<file path="config.mk">
export PLATFORM = sky130hd
export DESIGN_NAME = btn_debounce_repeat
export DESIGN_NICKNAME = d
export VERILOG_FILES = /design/src/rtl/btn_debounce_repeat.sv
export SDC_FILE = /design/constraint.sdc
export NUM_CORES = 1
export LEC_CHECK = 0
export CAP_MARGIN = 20
export CORE_UTILIZATION = 35
export DETAILED_ROUTE_END_ITERATION = 10
export DONT_BUFFER_PORTS = 1
export PLACE_DENSITY = 0.56
export SLEW_MARGIN = 15
export SYNTH_ARGS = -nofsm -noshare
export SYNTH_HDL_FRONTEND = slang
export SYNTH_SLANG_ARGS = --single-unit
</file>
<file path="constraint.sdc">
create_clock -name clk -period 1.95 [get_ports clk]
set_input_delay 0.195 -clock clk [delete_from_list [all_inputs] [get_ports clk]]
set_output_delay 0.195 -clock clk [all_outputs]
set_load 0.005 [all_outputs]
</file>
<file path="src/rtl/btn_debounce_repeat.sv">
// Per-channel push-button conditioning: 2-flop sync, debounce, and press/auto-repeat
// pulse generation for the counter's increment path.
module btn_debounce_repeat #(
  parameter int DIGITS          = 3,
  parameter int DEBOUNCE_CYCLES = 20000,
  parameter int HOLD_CYCLES     = 500000,
  parameter int REPEAT_CYCLES   = 100000,
  parameter int CNT_W           = 20
) (
  input  logic              clk,
  input  logic              rst_n,
  input  logic [DIGITS-1:0] btn_n_in,
  input  logic              repeat_en,
  output logic [DIGITS-1:0] btn_level,
  output logic [DIGITS-1:0] btn_pulse,
  output logic              btn_held
);

  typedef enum logic [1:0] {IDLE, HOLD, REPEAT} state_t;

  localparam logic [CNT_W-1:0] D_LAST = CNT_W'(DEBOUNCE_CYCLES - 1);
  localparam logic [CNT_W-1:0] H_LAST = CNT_W'(HOLD_CYCLES - 1);
  localparam logic [CNT_W-1:0] R_LAST = CNT_W'(REPEAT_CYCLES - 1);

  logic [DIGITS-1:0] rep_flag;

  // rep_flag is a flop per channel, so btn_held has no path from any input.
  assign btn_held = |rep_flag;

  genvar gi;
  generate
    for (gi = 0; gi < DIGITS; gi++) begin : g_ch
      logic             sync_a;
      logic             sync_b;
      logic             s;
      logic             level;
      logic             level_next;
      logic             differ;
      logic             settle;
      logic             pulse;
      logic [CNT_W-1:0] dcnt;
      logic [CNT_W-1:0] tcnt;
      state_t           state;

      always_ff @(posedge clk) begin
        if (!rst_n) begin
          sync_a <= 1'b1;
          sync_b <= 1'b1;
        end else begin
          sync_a <= btn_n_in[gi];
          sync_b <= sync_a;
        end
      end

      assign s          = ~sync_b;
      assign differ     = s ^ level;
      assign settle     = differ && (dcnt == D_LAST);
      assign level_next = settle ? ~level : level;

      always_ff @(posedge clk) begin
        if (!rst_n) begin
          level <= 1'b0;
          dcnt  <= '0;
        end else if (settle) begin
          level <= ~level;
          dcnt  <= '0;
        end else if (differ) begin
          dcnt <= dcnt + 1'b1;
        end else begin
          dcnt <= '0;
        end
      end

      // The FSM looks at level_next so the press pulse lines up with the
      // btn_level rise and a release cancels any repeat due on that edge.
      always_ff @(posedge clk) begin
        if (!rst_n) begin
          state         <= IDLE;
          tcnt          <= '0;
          pulse         <= 1'b0;
          rep_flag[gi]  <= 1'b0;
        end else begin
          pulse <= 1'b0;
          if (!level_next) begin
            state        <= IDLE;
            tcnt         <= '0;
            rep_flag[gi] <= 1'b0;
          end else begin
            case (state)
              IDLE: begin
                if (!level) begin
                  pulse <= 1'b1;
                  tcnt  <= '0;
                  state <= HOLD;
                end
              end
              HOLD: begin
                if (tcnt == H_LAST) begin
                  if (repeat_en) begin
                    pulse        <= 1'b1;
                    tcnt         <= '0;
                    state        <= REPEAT;
                    rep_flag[gi] <= 1'b1;
                  end
                end else begin
                  tcnt <= tcnt + 1'b1;
                end
              end
              REPEAT: begin
                if (!repeat_en) begin
                  // Parking at the saturated hold count silences the channel.
                  state        <= HOLD;
                  tcnt         <= H_LAST;
                  rep_flag[gi] <= 1'b0;
                end else if (tcnt == R_LAST) begin
                  pulse <= 1'b1;
                  tcnt  <= '0;
                end else begin
                  tcnt <= tcnt + 1'b1;
                end
              end
              default: begin
                state        <= IDLE;
                tcnt         <= '0;
                rep_flag[gi] <= 1'b0;
              end
            endcase
          end
        end
      end

      assign btn_level[gi] = level;
      assign btn_pulse[gi] = pulse;
    end
  endgenerate

endmodule

</file>
After elaboration in Yosys (flattened, before gate mapping)
Index checks and enable logic that the tools add are counted.
{ "classes": {"n_addsub": 6, "n_mux": 54, "n_eq_ne": 30, "bitwise": 16, "n_reduce_logical": 22} }
{ "ops": {"columns": ["op", "n"], "rows": [
  ["$mux W20", 13],
  ["$pmux W20 S3", 3],
  ["$add A20 B1 Y20 const B", 6],
  ["$eq A20 B15 Y1 const B", 3],
  ["$eq A20 B17 Y1 const B", 3],
  ["$eq A20 B19 Y1 const B", 3],
  ["$ne A2 B2 Y1 const B", 12],
  ["$reduce_and A4 Y1", 6],
  ["$mux W1", 21],
  ["$pmux W1 S3", 6],
  ["$pmux W2 S3", 3],
  ["$mux W2", 8],
  ["$not A1 Y1", 13],
  ["$reduce_and A2 Y1", 6],
  ["$reduce_or A3 Y1", 4],
  ["$ne A3 B3 Y1 const B", 3],
  ["$eq A2 B1 Y1 const B", 3],
  ["$eq A2 B2 Y1 const B", 3],
  ["$logic_not A2 Y1", 3],
  ["$logic_and A1 B1 Y1", 3],
  ["$xor A1 B1 Y1", 3]
]} }
{ "word_totals": {"regBits": 141, "wordCells": 152, "out_inout_bits": 7, "in_bits": 6} }

Logic depth before layout (Yosys ltp)
Gate-level depths: netlist of the first run.
{ "depth": {"depth_word": 5, "depth_mapped": 9, "mapped_depth_nobuf": 8} }

Worst setup path after synthesis of the first run
No wires, ideal clock.
{ "synth_path": {"path_type": "reg2reg", "start": "register g_ch[2].tcnt[0]", "end": "register g_ch[2].tcnt[10]", "setup_time_ns": 0.074, "period_less_slack_ns": 1.980, "path_buffers": 1, "setup_slack_ns": -0.030, "stages_incl_launch_ff": 9, "arrival_time_ns": 1.906, "cell_sequence": "dfxtp_1 -> ha_1 -> and4_1 -> buf_4 -> nand3_2 -> o211ai_1 -> a21o_1 -> or4_1 -> o21ai_0"} }
{ "synth_via": {"elab_chain_cells": 4, "word_cells_on_any_way": 9, "cone_classes": "add/sub: 1; eq/ne: 3; mux: 4; reduce/logical: 1"} }
{ "synth_lines": {"columns": ["item", "line", "text"], "rows": [
  ["from (decl)", "42", "logic [CNT_W-1:0] tcnt;"],
  ["from (signal assigned)", "106", "tcnt <= tcnt + 1'b1;"],
  ["from (signal assigned)", "119", "tcnt <= tcnt + 1'b1;"],
  ["$add A20 B1 Y20 or $eq A20 B17 Y1 (tied branches)", "106, 119, 115", null],
  ["$mux W20", "115", "end else if (tcnt == R_LAST) begin"],
  ["$mux W20", "110", "if (!repeat_en) begin"],
  ["$pmux W20 S3", "89", "case (state)"]
]} }
Several ways; a longest one is shown, not always the timed one.
A chain may end at the register's enable or synchronous reset.

Worst setup path in the final report of the first run
Ends and elaborated chain as after synthesis.

==> results of run 1 <==
==> kinds of logic after synthesis <==
group	Yosys count
multiplexers	5
AND/OR/NAND/NOR	429
AO/OA/AOI/OAI	175
XOR/XNOR	67
adder cells (fa/ha/maj)	18
flip-flops	141
buffers and inverters	67
==> repair_timing <==
action,CTS,global route
gates cloned,0,1
buffers inserted,9,16
hold buffers,5,0
pin swaps,18,50
endpoints found under the hold margin,11,0
endpoints found under the setup margin,51,72
gates resized for setup,43,114
==> worst max-delay path by stage <==
stage	from	endpoint	slack (ns)
global placement	g_ch[0].dcnt[15]	g_ch[0].tcnt[5]	-0.19
finish	g_ch[2].tcnt[0]	g_ch[2].tcnt[10]	-0.01
CTS	g_ch[2].dcnt[0]	g_ch[2].tcnt[10]	-0.04
detailed placement	g_ch[0].tcnt[0]	g_ch[0].tcnt[7]	-0.23
global route	g_ch[0].tcnt[19]	g_ch[0].state[0]	-0.1
floorplan	g_ch[0].tcnt[0]	g_ch[0].tcnt[14]	0.004
==> synth_stat cells (5+ instances only) <==
cell | count | area (um^2)
dfxtp_1 | 141 | 2820
nor2_1 | 98 | 368
nand2_1 | 77 | 289
nand3_1 | 60 | 300
a21oi_1 | 48 | 240
xor2_1 | 42 | 368
o21ai_0 | 40 | 200
nand4_1 | 36 | 225
inv_1 | 30 | 113
and3_1 | 28 | 175
nor4_1 | 27 | 169
xnor2_1 | 25 | 219
nor3_1 | 23 | 115
ha_1 | 18 | 225
a31oi_1 | 15 | 93.8
buf_2 | 11 | 55.1
clkbuf_1 | 11 | 41.3
or3_1 | 11 | 68.8
and4_1 | 10 | 87.6
nand2b_1 | 10 | 62.6
nor2b_1 | 9 | 56.3
and2_1 | 8 | 50.1
buf_4 | 7 | 52.6
or4_1 | 6 | 45.0
mux2i_1 | 5 | 50.1
o21a_1 | 5 | 37.5
o22ai_1 | 5 | 31.3
==> registers in the layout (all words and copies together), names as in the netlist <==
name         count
g_ch.sync_b      3
g_ch.level       3
rep_flag         3
g_ch.tcnt       60
g_ch.state       6
g_ch.sync_a      3
g_ch.dcnt       60
g_ch.pulse       3
==> cell type report <==
type                       instances  area share (%)
clock buffer                      19            4.13
sequential                       141            27.2
timing repair buffer             217            16.5
clock inverter                    13           0.907
multi-input combinational        695            46.9
tap                              275            3.28
inverter                          31            1.15
==> power breakdown <==
group / switching (mW) / internal, mW / total [mW]
combinational: 0.0242 / 0.0208 / 0.0450
clock: 1.32 / 1.63 / 2.95
sequential: 0.00370 / 2.89 / 2.89
==> cell usage in the layout (no fill, tap or decap), types with 24 or more instances in the layout <==
master	count
nand2_1	74
and3_1	24
nand4_1	36
a21oi_1	45
nor2_1	95
buf_4	197
o21ai_0	31
inv_1	27
xnor2_1	25
dfxtp_1	120
xor2_1	42
nand3_1	50
==> worst max-delay path: stages (launching register included) <==
cell	delay (ns)
dfxtp_2	0.34
ha_4	0.15
and4_4	0.21
nand3_4	0.13
buf_6	0.12
o2111ai_4	0.14
a21o_4	0.27
or4_4	0.48
o21ai_2	0.07
==> layer usage <==
layer  global-route usage, %  up-vias  share of wire, %
li1                        -     3693                 -
met1                    23.5     3406                48
met2                    29.9      133                48
met5                       0        -                 0
met3                    3.77       19               3.6
met4                    6.08        0               1.2
==> results.json, run 1 <==
{
  "status": "finished, violations left",
  "violations": "negative setup slack",
  "wirelength_mm": 20.0,
  "fmax_mhz": 510,
  "n_antenna_cell": 0,
  "holdWs_ns": 0.0465,
  "utilization_pct": 50.1,
  "min_path_type": "primary input to register",
  "grt_pass1_wl_mm": 32.0,
  "clk_latency_ns": 0.43,
  "relSlewSlack_pct": 62.8,
  "cp-end-kind": "register",
  "post-route-period-util_pct": 101,
  "start_kind": "register",
  "finalHoldViolCount": 0,
  "synth.mux.area_fraction_pct": 0.671,
  "dp_hpwl_mm": 13.6,
  "worstRegToRegCells": 8,
  "htree_levels": 4,
  "root_buffer": "clkbuf_16",
  "dieArea_um2": 21900,
  "crit_type": "register to register",
  "synth_edf_count": 0,
  "synthAdderAreaFrac_pct": 3.02,
  "p_leak_nw": 3.75,
  "grt_pass1_vias": 6705,
  "setup_tns_ns": -0.0115,
  "synthArstFlopShare_pct": 0,
  "track_usage_pct": 18.1,
  "peakVddDrop_mv": 0.461,
  "antenna_found_initial": 0,
  "multiInputGateArea_um2": 4920,
  "fin_cells": 1391,
  "ys_seq_area_share_pct": 37.9,
  "syn-instance-count": 902,
  "gp_congestion": 0.829,
  "drtIter0Drc": 413,
  "synth_compound_area_share_pct": 15.9,
  "overflow": 0,
  "dp_slack_ns": -0.227,
  "ys_seq_elements": 141,
  "start_util_pct": 35.6,
  "grt_max_degree": 21,
  "min_path_cells": 3,
  "ys.flop_type": "dfxtp_1",
  "ff_latch_area_um2": 2850,
  "crit_arrival_ns": 2.33,
  "clk_pin_slew_ns": 0.06,
  "dr.pass1.iters": 5,
  "fin_crit_ns": 1.96,
  "fp-row-count": 53,
  "vias": 7251,
  "slew_violations": 0,
  "coreArea_um2": 21000,
  "synth_area_um2": 7460,
  "mappedNetlistNets": 926,
  "pwr_density_cell_nw_per_um2": 561,
  "r2r_slack_ns": -0.01,
  "design_area_um2": 10500,
  "cts_buffers": 17,
  "worstMarginPinSlew_ns": 0.556,
  "nets": 1127,
  "synth_top_family_by_area": "simple AND/OR/NAND/NOR gates",
  "rsz0062_at_grt": "true",
  "ys_warn_count": 0,
  "die_x_um": 148,
  "finalSetupViolCount": 1,
  "drv_cap": 0,
  "p_total_mw": 5.88,
  "r2r-end": "g_ch[2].tcnt[10]",
  "synth-xor-area-share_pct": 7.87,
  "port_buffers": 0,
  "final.fill_count": 2004,
  "worst_clock_skew_ns": 0.00993,
  "dpl-instance-area_um2": 9070,
  "drive_gt1_share_pct": 33.4,
  "ant_nets": 0,
  "cts_sinks": 141,
  "cts_buffer_depth": 2,
  "wl_per_cell_um": 14.4,
  "yosysUniqueCellTypes": 76,
  "finalWorstSetupSlack_ns": -0.0115,
  "required_ns": 2.31,
  "io_pins": 13,
  "synth-simple-area-share_pct": 30.4,
  "dpl.cell_count": 1330,
  "worstHoldStart": "repeat_en",
  "cp_max_fo": 6,
  "worstHoldEndpoint": "rep_flag[2]",
  "r2r_start": "g_ch[2].tcnt[0]",
  "synthToLayoutAreaGrowth_pct": 40.7,
  "cts_tree": "yes",
  "synth_area_per_cell_um2": 8.27,
  "avgViaCountPerCell": 5.21,
  "drc_errors": 0,
  "fp.dieH_um": 148
}
Note: power is estimated with default switching activity, not from simulation.
==> run 2: changes to the inputs <==
Settings changed: SKIP_LAST_GASP from default to 1.
==> run 2 against run 1 <==
  * Via count down 0.66%
  * Clock-buffer cell count did not move
  * Non-clock buffer count stayed put
  * Core utilization down 0.15 points
  * Sequential cell count stayed put
  * Wire length down 0.33%
  * Sequential share of layout area up 0.081 points
  * Sequential power about the same
  * Die area unchanged
  * The flow still finishes with violations (negative setup slack)
  * Critical path depth unchanged
  * Worst setup slack got worse by 0.0057 ns
  * Fmax shrank 0.29%
==> results.json, run 2 (synthesis results as in run 1) <==
{
  "top_regs": "g_ch.dcnt (60), g_ch.tcnt (60), g_ch.state (6)",
  "wl_per_cell_um": 14.3,
  "cts_buffers": 17,
  "layout_commonest_cell": "buf_4",
  "crit_type": "register to register",
  "avgViaCountPerCell": 5.18,
  "cts_sinks": 141,
  "crit_arrival_ns": 2.33,
  "rsz0062_at_grt": "true",
  "dp_slack_ns": -0.227,
  "drv_cap": 0,
  "dieArea_um2": 21900,
  "min_path_cells": 3,
  "slew_violations": 0,
  "dpl.cell_count": 1330,
  "dr.pass1.iters": 4,
  "grt_pass1_vias": 6705,
  "fp.dieH_um": 148,
  "synthToLayoutAreaGrowth_pct": 40.3,
  "pwr_density_cell_nw_per_um2": 563,
  "io_pins": 13,
  "coreArea_um2": 21000,
  "cts_tree": "yes",
  "start_util_pct": 35.6,
  "status": "finished, violations left",
  "antenna_found_initial": 0,
  "post-route-period-util_pct": 101,
  "overflow": 0,
  "ff_latch_area_um2": 2850,
  "start_kind": "register",
  "track_usage_pct": 18.1,
  "worstMarginPinSlew_ns": 0.527,
  "cts_buffer_depth": 2,
  "htree_levels": 4,
  "cp_max_fo": 6,
  "dp_hpwl_mm": 13.6,
  "peakVddDrop_mv": 0.463,
  "finalHoldViolCount": 0,
  "pwr-share-comb_pct": 0.8,
  "fin_cells": 1391,
  "switching_power_mw": 1.35,
  "fin_crit_ns": 1.97,
  "multiInputGateArea_um2": 4890,
  "violations": "negative setup slack",
  "pwr-share-seq_pct": 49.1,
  "p_leak_nw": 3.72,
  "drtIter0Drc": 395,
  "root_buffer": "clkbuf_16",
  "die_x_um": 148,
  "clk_pin_slew_ns": 0.06,
  "worst_clock_skew_ns": 0.0100,
  "final.fill_count": 2007,
  "clock_power_share_pct": 50.1,
  "drive_gt1_share_pct": 33.1,
  "wirelength_mm": 20.0,
  "relSlewSlack_pct": 64.7,
  "worstRegToRegCells": 8,
  "fp-row-count": 53,
  "vias": 7203,
  "finalSetupViolCount": 1,
  "finalWorstSetupSlack_ns": -0.0172,
  "fmax_mhz": 508,
  "port_buffers": 0,
  "cp-end-kind": "register",
  "p_int_mw": 4.53,
  "clk_latency_ns": 0.43,
  "grt_max_degree": 21,
  "drc_errors": 0,
  "n_antenna_cell": 0,
  "p_total_mw": 5.89,
  "gp_congestion": 0.829,
  "required_ns": 2.32,
  "ant_nets": 0,
  "grt_pass1_wl_mm": 32.0,
  "final_cell_mix": "buf_4 (197), dfxtp_1 (120), nor2_1 (95)",
  "nets": 1127,
  "swShare_pct": 23.0,
  "min_path_type": "primary input to register",
  "dpl-instance-area_um2": 9070,
  "design_area_um2": 10500
}
run 2: layer usage:
metal  vias to the layer above  GRT usage (%)  wire length (um)
li1                       3687              -                 -
met2                       128           29.9              9380
met1                      3367           23.5              9640
met4                         0           6.08               261
met5                         -              0                 0
met3                        21           3.77               672
run 2: per-stage QoR:
stage	util [%]	setup TNS [ns]	hold slack, ns
detailed placement	43.3	-3.69	0.280
CTS	47.1	-0.286	0.00672
global route	49.9	-1.25	0.0443
global placement	43.3	-2.70	0.278
floorplan	-	0	0.296
finish	49.9	-0.0172	0.0425
run 2: timing repair:
action                                 in CTS  in global routing
buffers inserted                            9                 16
endpoints found under the hold margin      11                  0
setup endpoints to repair                  51                 72
hold buffers                                5                  0
gates cloned                                0                  1
resized for setup                          43                109
pin swaps                                  18                 50
run 2: path summary, 6_finish.rpt:
kind / start / to / slack (ns)
max: g_ch[2].tcnt[0] / g_ch[2].tcnt[10] / -0.02
min: repeat_en / rep_flag[2] / 0.04
max reg2reg: g_ch[2].tcnt[0] / g_ch[2].tcnt[10] / -0.02
min reg2reg: g_ch[0].sync_a / g_ch[0].sync_b / 0.41
run 2: worst max-delay path: stages, from the launching register on:
cell       delay [ns]
dfxtp_2          0.34
ha_4             0.15
and4_4           0.21
nand3_4          0.13
buf_6            0.12
o2111ai_4        0.14
a21o_4           0.27
or4_4            0.48
o21ai_2          0.07
run 2: power groups by stage:
stage	sequential [mW]	combinational [mW]	clock [mW]
final	2.89	0.0447	2.95
after global routing	2.89	0.0495	3.14
after CTS	2.89	0.0452	3.02
after detailed placement	2.95	0.0320	0
after global placement	2.95	0.0319	0
after floorplan	2.96	0.0279	0
run 2: layout make-up:
type	instances	area share, %
clock buffers	19	4.14
clock inverters	13	0.909
inverters	31	1.15
multi-input cells	695	46.8
flip-flops and latches	141	27.2
well taps	275	3.29
repair buffers	217	16.5
